`config.mk`:
```
export PLATFORM = sky130hd
export DESIGN_NAME = picomips_mc_core
export DESIGN_NICKNAME = d
export VERILOG_FILES = /design/src/rtl/picomips_mc_core_pkg.sv /design/src/rtl/picomips_mc_core_regfile.sv /design/src/rtl/picomips_mc_core.sv
export SDC_FILE = /design/constraint.sdc
export NUM_CORES = 1
export LEC_CHECK = 0
export CORE_MARGIN = 1
export CORE_UTILIZATION = 35
export CTS_CLUSTER_SIZE = 16
export DETAILED_ROUTE_END_ITERATION = 12
export PLACE_DENSITY = 0.51
export SYNTH_ARGS = -nofsm -noshare
export SYNTH_HDL_FRONTEND = slang
export SYNTH_HIERARCHICAL = 1
export SYNTH_SLANG_ARGS = --single-unit
```
`constraint.sdc`:
```
create_clock -name clk -period 6.1 [get_ports clk]
set_clock_uncertainty 0.2 [all_clocks]
set_input_delay 1.22 -clock clk [delete_from_list [all_inputs] [get_ports clk]]
set_output_delay 1.22 -clock clk [all_outputs]
set_load 0.03 [all_outputs]
```
`src/rtl/picomips_mc_core_pkg.sv`:
```
// Shared definitions for the multi-cycle picoMIPS core: opcodes, FSM states
// and ALU function codes.
package cpuConfig;

    localparam int OP_SIZE_DEFAULT = 6;

    typedef enum logic [OP_SIZE_DEFAULT-1:0] {
        OP_NOP   = 6'h00,
        OP_ADD   = 6'h01,
        OP_ADDI  = 6'h02,
        OP_SUB   = 6'h03,
        OP_SUBI  = 6'h04,
        OP_MULH  = 6'h05,
        OP_MULHI = 6'h06,
        OP_LDSW  = 6'h07,
        OP_WAITSW= 6'h08,
        OP_BEQ   = 6'h09,
        OP_BNE   = 6'h0A,
        OP_JMP   = 6'h0B,
        OP_OUT   = 6'h0C,
        OP_HALT  = 6'h3F
    } opcode_t;

    typedef enum logic [2:0] {
        S_FETCH,
        S_DECODE,
        S_EXECUTE,
        S_WAIT_SW,
        S_WRITEBACK,
        S_HALT
    } mcState_t;

    typedef enum logic [2:0] {
        ALU_PASSB,
        ALU_ADD,
        ALU_SUB,
        ALU_MULH
    } aluFunc_t;

endpackage

```
`src/rtl/picomips_mc_core_regfile.sv`:
```
// Register file: two asynchronous read ports, one synchronous write port,
// register 0 hardwired to zero.
module mc_regfile #(
    parameter int N      = 8,
    parameter int R_SIZE = 3
) (
    input  logic              clk,
    input  logic              nRst,
    input  logic              we,
    input  logic [R_SIZE-1:0] waddr,
    input  logic [N-1:0]      wdata,
    input  logic [R_SIZE-1:0] raddra,
    input  logic [R_SIZE-1:0] raddrb,
    output logic [N-1:0]      rdataa,
    output logic [N-1:0]      rdatab
);

    logic [N-1:0] regs [0:(2**R_SIZE)-1];

    // Clear everything on reset; writes to register 0 are dropped.
    always_ff @(posedge clk or negedge nRst) begin
        if (!nRst) begin
            for (int i = 0; i < 2**R_SIZE; i++) regs[i] <= '0;
        end else if (we && (waddr != '0)) begin
            regs[waddr] <= wdata;
        end
    end

    assign rdataa = (raddra == '0) ? '0 : regs[raddra];
    assign rdatab = (raddrb == '0) ? '0 : regs[raddrb];

endmodule

```
`src/rtl/picomips_mc_core.sv`:
```
// Multi-cycle picoMIPS core: FETCH/DECODE/EXECUTE/(WAIT_SW)/WRITEBACK FSM
// against a synchronous ROM with one-cycle read latency.
module picomips_mc_core #(
    parameter int N      = 8,
    parameter int O_SIZE = 6,
    parameter int P_SIZE = 5,
    parameter int R_SIZE = 3,
    parameter int I_SIZE = O_SIZE + 2*R_SIZE + N
) (
    input  logic              clk,
    input  logic              nRst,
    input  logic [I_SIZE-1:0] instrData,
    input  logic [9:0]        switchesIn,
    output logic [P_SIZE-1:0] instrAddr,
    output logic [N-1:0]      displayResult,
    output logic [P_SIZE-1:0] displayPC,
    output logic              halted
);
    import cpuConfig::*;

    mcState_t          state, state_nx;
    logic [P_SIZE-1:0] pc;
    logic [I_SIZE-1:0] ir;
    logic [N-1:0]      res_q;
    logic              take_q;
    logic              sync0, sync1, sync2, edge_flag;

    logic [O_SIZE-1:0] ir_op;
    logic [R_SIZE-1:0] ir_rd, ir_rs;
    logic [N-1:0]      ir_imm;
    opcode_t           opc;
    logic [N-1:0]      ra, rb, opa, opb, alu_res;
    aluFunc_t          alu_fn;
    logic              writes, is_out, take;

    assign ir_op  = ir[I_SIZE-1 -: O_SIZE];
    assign ir_rd  = ir[N+2*R_SIZE-1 -: R_SIZE];
    assign ir_rs  = ir[N+R_SIZE-1 -: R_SIZE];
    assign ir_imm = ir[N-1:0];
    // The opcode values live in the low six bits of the opcode field.
    assign opc    = opcode_t'(6'(ir_op));

    // Q1.(N-1) fractional multiply; only min x min overflows and saturates.
    function automatic logic [N-1:0] fmul(input logic [N-1:0] a, input logic [N-1:0] b);
        logic signed [2*N-1:0] sa, sb, p;
        logic [N-1:0]          minv;
        minv = {1'b1, {(N-1){1'b0}}};
        sa   = {{N{a[N-1]}}, a};
        sb   = {{N{b[N-1]}}, b};
        p    = sa * sb;
        if ((a == minv) && (b == minv)) return {1'b0, {(N-1){1'b1}}};
        return p[2*N-2:N-1];
    endfunction

    mc_regfile #(.N(N), .R_SIZE(R_SIZE)) u_regfile (
        .clk    (clk),
        .nRst   (nRst),
        .we     ((state == S_WRITEBACK) && writes),
        .waddr  (ir_rd),
        .wdata  (res_q),
        .raddra (ir_rd),
        .raddrb (ir_rs),
        .rdataa (ra),
        .rdatab (rb)
    );

    // Decode the IR into ALU operands, function, write enable and branch decision.
    always_comb begin
        alu_fn = ALU_PASSB;
        opa    = ra;
        opb    = rb;
        writes = 1'b0;
        is_out = 1'b0;
        take   = 1'b0;
        case (opc)
            OP_ADD:   begin alu_fn = ALU_ADD;  writes = 1'b1; end
            OP_ADDI:  begin alu_fn = ALU_ADD;  opa = rb; opb = ir_imm; writes = 1'b1; end
            OP_SUB:   begin alu_fn = ALU_SUB;  writes = 1'b1; end
            OP_SUBI:  begin alu_fn = ALU_SUB;  opa = rb; opb = ir_imm; writes = 1'b1; end
            OP_MULH:  begin alu_fn = ALU_MULH; writes = 1'b1; end
            OP_MULHI: begin alu_fn = ALU_MULH; opa = rb; opb = ir_imm; writes = 1'b1; end
            OP_LDSW:  begin opb = N'(switchesIn[7:0]); writes = 1'b1; end
            OP_BEQ:   take = (ra == rb);
            OP_BNE:   take = (ra != rb);
            OP_JMP:   take = 1'b1;
            OP_OUT:   is_out = 1'b1;
            default:  ;
        endcase
        case (alu_fn)
            ALU_ADD:  alu_res = opa + opb;
            ALU_SUB:  alu_res = opa - opb;
            ALU_MULH: alu_res = fmul(opa, opb);
            default:  alu_res = opb;
        endcase
    end

    // Next-state logic of the instruction sequencer.
    always_comb begin
        state_nx = state;
        case (state)
            S_FETCH:     state_nx = S_DECODE;
            S_DECODE:    state_nx = S_EXECUTE;
            S_EXECUTE: begin
                if (opc == OP_WAITSW)    state_nx = S_WAIT_SW;
                else if (opc == OP_HALT) state_nx = S_HALT;
                else                     state_nx = S_WRITEBACK;
            end
            S_WAIT_SW:   if (edge_flag) state_nx = S_WRITEBACK;
            S_WRITEBACK: state_nx = S_FETCH;
            S_HALT:      state_nx = S_HALT;
            default:     state_nx = S_FETCH;
        endcase
    end

    // State register plus IR, result, branch flag, PC and display updates.
    always_ff @(posedge clk or negedge nRst) begin
        if (!nRst) begin
            state         <= S_FETCH;
            pc            <= '0;
            ir            <= '0;
            res_q         <= '0;
            take_q        <= 1'b0;
            displayResult <= '0;
        end else begin
            state <= state_nx;
            case (state)
                S_DECODE:  ir <= instrData;
                S_EXECUTE: begin
                    res_q  <= alu_res;
                    take_q <= take;
                end
                S_WRITEBACK: begin
                    pc <= take_q ? ir_imm[P_SIZE-1:0] : pc + P_SIZE'(1);
                    if (is_out) displayResult <= ra;
                end
                default: ;
            endcase
        end
    end

    // Button synchroniser and rising-edge flag; entering WAIT_SW discards stale edges.
    always_ff @(posedge clk or negedge nRst) begin
        if (!nRst) begin
            sync0     <= 1'b0;
            sync1     <= 1'b0;
            sync2     <= 1'b0;
            edge_flag <= 1'b0;
        end else begin
            sync0 <= switchesIn[9];
            sync1 <= sync0;
            sync2 <= sync1;
            if ((state == S_EXECUTE) && (opc == OP_WAITSW)) edge_flag <= 1'b0;
            else if (sync1 && !sync2)                       edge_flag <= 1'b1;
        end
    end

    assign instrAddr = pc;
    assign displayPC = pc;
    assign halted    = (state == S_HALT);

endmodule

```
Word level (Yosys, flattened, before mapping)
Index checks and enable logic that the tools add are counted.

Add/sub/neg operators: 3. Multipliers: 1. $lt $le $gt $ge: 3. Equal/unequal tests: 26. Mux-type cells: 29. Bitwise gates (word level): 2. Reductions and logical operators: 18.

Operator list (count): $mux W8 (10); $bwmux W64 (1); $bmux W8 S3 (2); $eq A6 B4 Y1 const B (5); $demux W8 S3 (1); $eq A6 B3 Y1 const B (4); $pmux W8 S3 (1); $eq A8 B8 Y1 const B (2); $pmux W8 S2 (1); $mul A8 B8 Y15 (1); $pmux W3 S5 (1); $eq A3 B2 Y1 const B (4); $eq A6 B2 Y1 const B (2); $logic_not A3 Y1 (3); $add A8 B8 Y8 (1); $eq A8 B8 Y1 (1); $ge A4 B4 Y1 const B (2); $ne A8 B8 Y1 (1); $not A3 Y4 (2); $sub A8 B8 Y8 (1); $mux W1 (7); $reduce_or A7 Y1 (1); $eq A3 B1 Y1 const B (2); $eq A3 B3 Y1 const B (2); 16 further kinds (24).

Register bits after elaboration: 113. Output and inout bits: 19. Logic and storage cells: 100.

Logic depth before layout (Yosys ltp)
Depth in word-level cells: 12. Depth in mapped cells: 26. Gate-level depth less buffers: 23.

By module
The synthesis kept the hierarchy.

Modules (own cells, without submodules): picomips_mc_core (instances 1, cells each 581, area each 5494.0 µm², sequential area each 1226.2 µm²); mc_regfile (instances 1, cells each 246, area each 3279.4 µm², sequential area each 1401.3 µm²).

Worst setup path before layout
OpenSTA, ideal clock, no wires.

Path kind: input port to flip-flop. Start: input port switchesIn[6]. End: register res_q[6]. Setup time: 121 ps. Arrival time: 6019 ps. Data required time: 5779 ps. Slack: -240 ps. Stages: 18. Buffers on the path: 0. Cells stage by stage: and3_1 > a221oi_1 > nor2_1 > fa_1 > fa_1 > fa_1 > inv_1 > fa_1 > inv_1 > ha_1 > and3_1 > a21oi_1 > o211ai_1 > a311o_1 > xnor2_1 > nand2_1 > a221o_1 > a22o_1.

Cells in the longest elaborated chain, start to end: 7. Elaborated cells between the ends (all ways): 10. Classes of those cells: add/sub (2); mul (1); eq/ne (1); mux (5); reduce/logical (1).

Ends and longest elaborated chain: start, declared (RTL line picomips_mc_core.sv:13) `input logic [9:0] switchesIn,`; $pmux W8 S2 (*) (RTL line picomips_mc_core.sv:75) `case (opc)`; branches (longest 5 deep; another with $mul A8 B8 Y15); $pmux W8 S3 (*) (RTL line picomips_mc_core.sv:89) `case (alu_fn)`; end signal, assigned (RTL line picomips_mc_core.sv:129) `res_q <= alu_res;`; end, declared (RTL line picomips_mc_core.sv:24) `logic [N-1:0] res_q;`.

Mark *: on every way between the ends. The select of a mux whose other input is x is not followed. A chain may end at the register's enable or synchronous reset.

Worst setup path after layout
Start: register ir[8]. End: register res_q[6].

Cells in the longest elaborated chain, start to end: 12. Elaborated cells between the ends (all ways): 18. Classes of those cells: add/sub (2); mul (1); eq/ne (2); mux (10); bitwise (1); reduce/logical (2).

Ends and longest elaborated chain: start, declared (RTL line picomips_mc_core.sv:23) `logic [I_SIZE-1:0] ir;`; start signal, assigned (RTL line picomips_mc_core.sv:127) `S_DECODE: ir <= instrData;`; $not A3 Y4 (implied by the code) (RTL line picomips_mc_core_regfile.sv:30) `assign rdatab = (raddrb == '0) ? '0 : regs[raddrb];`; $bmux W8 S3 (RTL line picomips_mc_core_regfile.sv:30); $mux W8 (implied by the code) (2 in series) (RTL line picomips_mc_core_regfile.sv:30); $mux W8 (*) (RTL line picomips_mc_core_regfile.sv:30); named net rb[5] (RTL line picomips_mc_core.sv:32) `logic [N-1:0] ra, rb, opa, opb, alu_res;`; branches (longest 6 deep; another with $mul A8 B8 Y15); $pmux W8 S3 (*) (RTL line picomips_mc_core.sv:89).

Mark *: on every way through the listed nets, which the timed path passes. The select of a mux whose other input is x is not followed.

==> out/qor.yml <==
final_layout:
  finalNetCount: 1128
  multi_input_area_sq_um: 6028
  fin_cells: 1337
  drive_gt1_share_pct: 40.57
  diodes: 0
  fin_util_pct: 47.39
  regArea_sq_um: 2630
  fillers: 2291
  synthToLayoutAreaGrowth_pct: 32.13
cts:
  cts_tree: "yes"
  postCtsHoldBufs: 0
  cts_buffers: 9
  clk_pin_slew_worst_paths_ns: 0.07
  cts.path.max_buffers: 2
  root_buffer: "clkbuf_16"
  htree_levels: 3
  clock_sinks: 105
  clock_latency_ns: 0.36
critical_path:
  cp_slowest_cell: "fa_1"
  start_kind: "flop"
  max_stage_delay_ns: 0.54
  path_delay_family: "adder cells"
  path_buf_inv: 9
  end_kind: "flop"
  cp.required_ns: 6.13
  crit_arrival_ns: 6.37
  path_max_fanout: 6
  crit_type: "reg -> reg"
  path_common_cell: "fa_1"
logic_synthesis:
  yosys-top-cells-count: "105 x dfrtp_1, 102 x mux2_2, 86 x inv_1"
  synth_area_sq_um: 8773
  synthTopCellsByArea: "dfrtp_1 30%, mux2_2 13%, fa_1 12%"
  syn-num-nets: 947
  ys_ff_latch: 105
  synth_edf_count: 0
  synth_area_leader_cell: "dfrtp_1"
  yosys_warnings: 6
  yosysSeqAreaShare_pct: 29.95
  synth-async-reset-ratio_pct: 100.0
  synth_cell_type_count: 75
  netlist.area_leader.share_pct: 29.95
  syn_avg_cell_area_sq_um: 10.61
  synth_cells: 827
  synthFlopType: "dfrtp_1"
  post-synth-top-count-cell: "dfrtp_1"
floorplanning:
  io_pins: 51
  die_y_microns: 160.3
  die_w_microns: 160.3
  initial_core_util_pct: 35.87
  fp.coreArea_sq_um: 24460
  fp.dieArea_sq_um: 25700
  num_rows: 57
drt:
  drt_wl_total_microns: 23820
  wire_per_inst_microns: 17.82
  vias_per_cell: 4.990
  final_antenna_net_count: 0
  drcViolationCount: 0
  drt_iter0_markers: 312
  vias: 6671
  dr.pass1.iters: 4
global_route:
  grt_max_degree: 55
  antenna_found_initial: 0
  grt_first_pass_wirelength_microns: 39160
  grt_overflow: 0
  grt_pass1_vias: 7004
  grt_usage_pct: 19.43
run_status:
  status: "finished with violations"
  violations: "negative setup slack"
placed_design:
  dp.cells: 1286
  gp_congestion: 0.8351
  hpwl_microns: 18670
  io_buffers: 49
timing:
  worst_pin_slew_ns: 0.9636
  worst_slack_ns: -0.2361
  drv_slew: 0
  max_freq_mhz: 157.8
  holdWs_ns: 0.1483
  final-setup-viol-count: 6
  period_needed_ns: 6.336
  rsz0062_at_grt: "yes"
  setup_tns_ns: -0.7451
  fin_crit_sh_pct: 103.9
  finalHoldViolCount: 0
  max-slew-margin-rel_pct: 35.41
min_path:
  hp-class: "reg -> reg"
flow_run:
  cap_violations: 0
==> cell families after synthesis <==
group	Yosys count	synth area share, %
adders and majority gates	88	16.91
buffers and inverters	139	7.487
DFF	105	29.95
AOI/OAI and AO/OA	128	11.75
and+or+nand+nor	197	12.55
muxes	135	17.86
xor gates and xnor gates	35	3.494
==> worst paths after layout <==
kind | start | end | slack, ns | depth (start not counted)
worst max-delay path | ir[8] | res_q[6] | -0.24 | 26
worst min-delay path | sync0 | sync1 | 0.15 | 0
worst max register to register | ir[8] | res_q[6] | -0.24 | 26
worst min register to register | sync0 | sync1 | 0.15 | 0
max in group asynchronous | nRst | ir[8] | 3.86 | 2
min in group asynchronous | nRst | u_regfile/regs[40] | 0.69 | 1
==> final cells by class <==
class / count / share of cell area [%]
Clock buffer: 10 / 2.062
Clock inverter: 6 / 0.5181
Inverter: 88 / 2.849
Multi-Input combinational cell: 583 / 52.00
Sequential cell: 105 / 22.69
Tap cell: 324 / 3.497
Timing Repair Buffer: 221 / 16.38
==> stage by stage <==
step	cell area, sq um	setup slack (ns)
2_1_floorplan	8831	0.01242
3_3_place_gp	10450	-0.7611
3_5_place_dp	10450	-0.7727
4_1_cts	11510	-0.2418
5_1_grt	11590	-0.4648
6_report	11590	-0.2361
==> state kept, by name, summed over array words and instances (netlist names) <==
register	cells
displayPC	5
displayResult	8
edge_flag	1
ir	20
res_q	8
state	3
sync0	1
sync1	1
sync2	1
take_q	1
u_regfile/regs	56
==> layout by cell type, fill, tap and decap left out, types with 4 or more instances in the layout <==
master / n
buf_4: 149
dfrtp_1: 103
mux2_2: 95
inv_1: 80
nor2_1: 60
fa_1: 51
clkdlybuf4s50_1: 48
nand2_1: 36
ha_1: 31
xnor2_1: 23
mux2_4: 23
buf_6: 20
a21oi_1: 19
mux2i_1: 15
and3_1: 12
o21ai_0: 10
a221oi_2: 9
xor2_1: 9
nor3_1: 9
o22ai_1: 9
nor2b_1: 9
clkbuf_16: 9
a221oi_4: 8
inv_2: 8
a221o_1: 8
nor2_2: 7
nand3_1: 7
and2_1: 6
a221oi_1: 6
a22o_1: 5
a211oi_2: 5
nand2b_1: 4
a31oi_1: 4
nor3_2: 4
nand4_1: 4
a211oi_1: 4
a311oi_4: 4
==> per-layer routing <==
| metal | vias up | track usage (%) | share of wire (%) |
|---|---|---|---|
| li1 | 3244 | - | - |
| met1 | 3327 | 27.13 | 48 |
| met2 | 76 | 32.23 | 48 |
| met3 | 24 | 2.221 | 2.1 |
| met4 | 0 | 4.416 | 1.4 |
| met5 | - | 0 | 0 |
==> timing repair <==
action | in CTS | in global routing
resized for setup | 94 | 16
pin swaps | 64 | 16
buffers inserted | 38 | 2
setup endpoints to repair | 8 | 8
==> worst register-to-register path, cell delays in order (launching register included) <==
cell and delay (ns):
dfrtp_2 0.45, buf_12 0.16, buf_8 0.13, buf_4 0.15
nor2b_2 0.12, a211oi_2 0.06, a311oi_4 0.39, mux2i_1 0.17
buf_4 0.18, inv_2 0.05, buf_4 0.13, nand2_1 0.09
fa_1 0.54, inv_1 0.05, fa_1 0.49, fa_1 0.52
inv_1 0.06, fa_1 0.53, inv_1 0.04, ha_2 0.28
nor3_2 0.21, nor2_2 0.09, a311o_1 0.37, xnor2_2 0.19
nand2_1 0.08, a221o_1 0.31, a22o_1 0.17
Power is left out: the tool's default activity adds up to more than one toggle a clock period on the data nets, which glitch-free logic cannot reach.
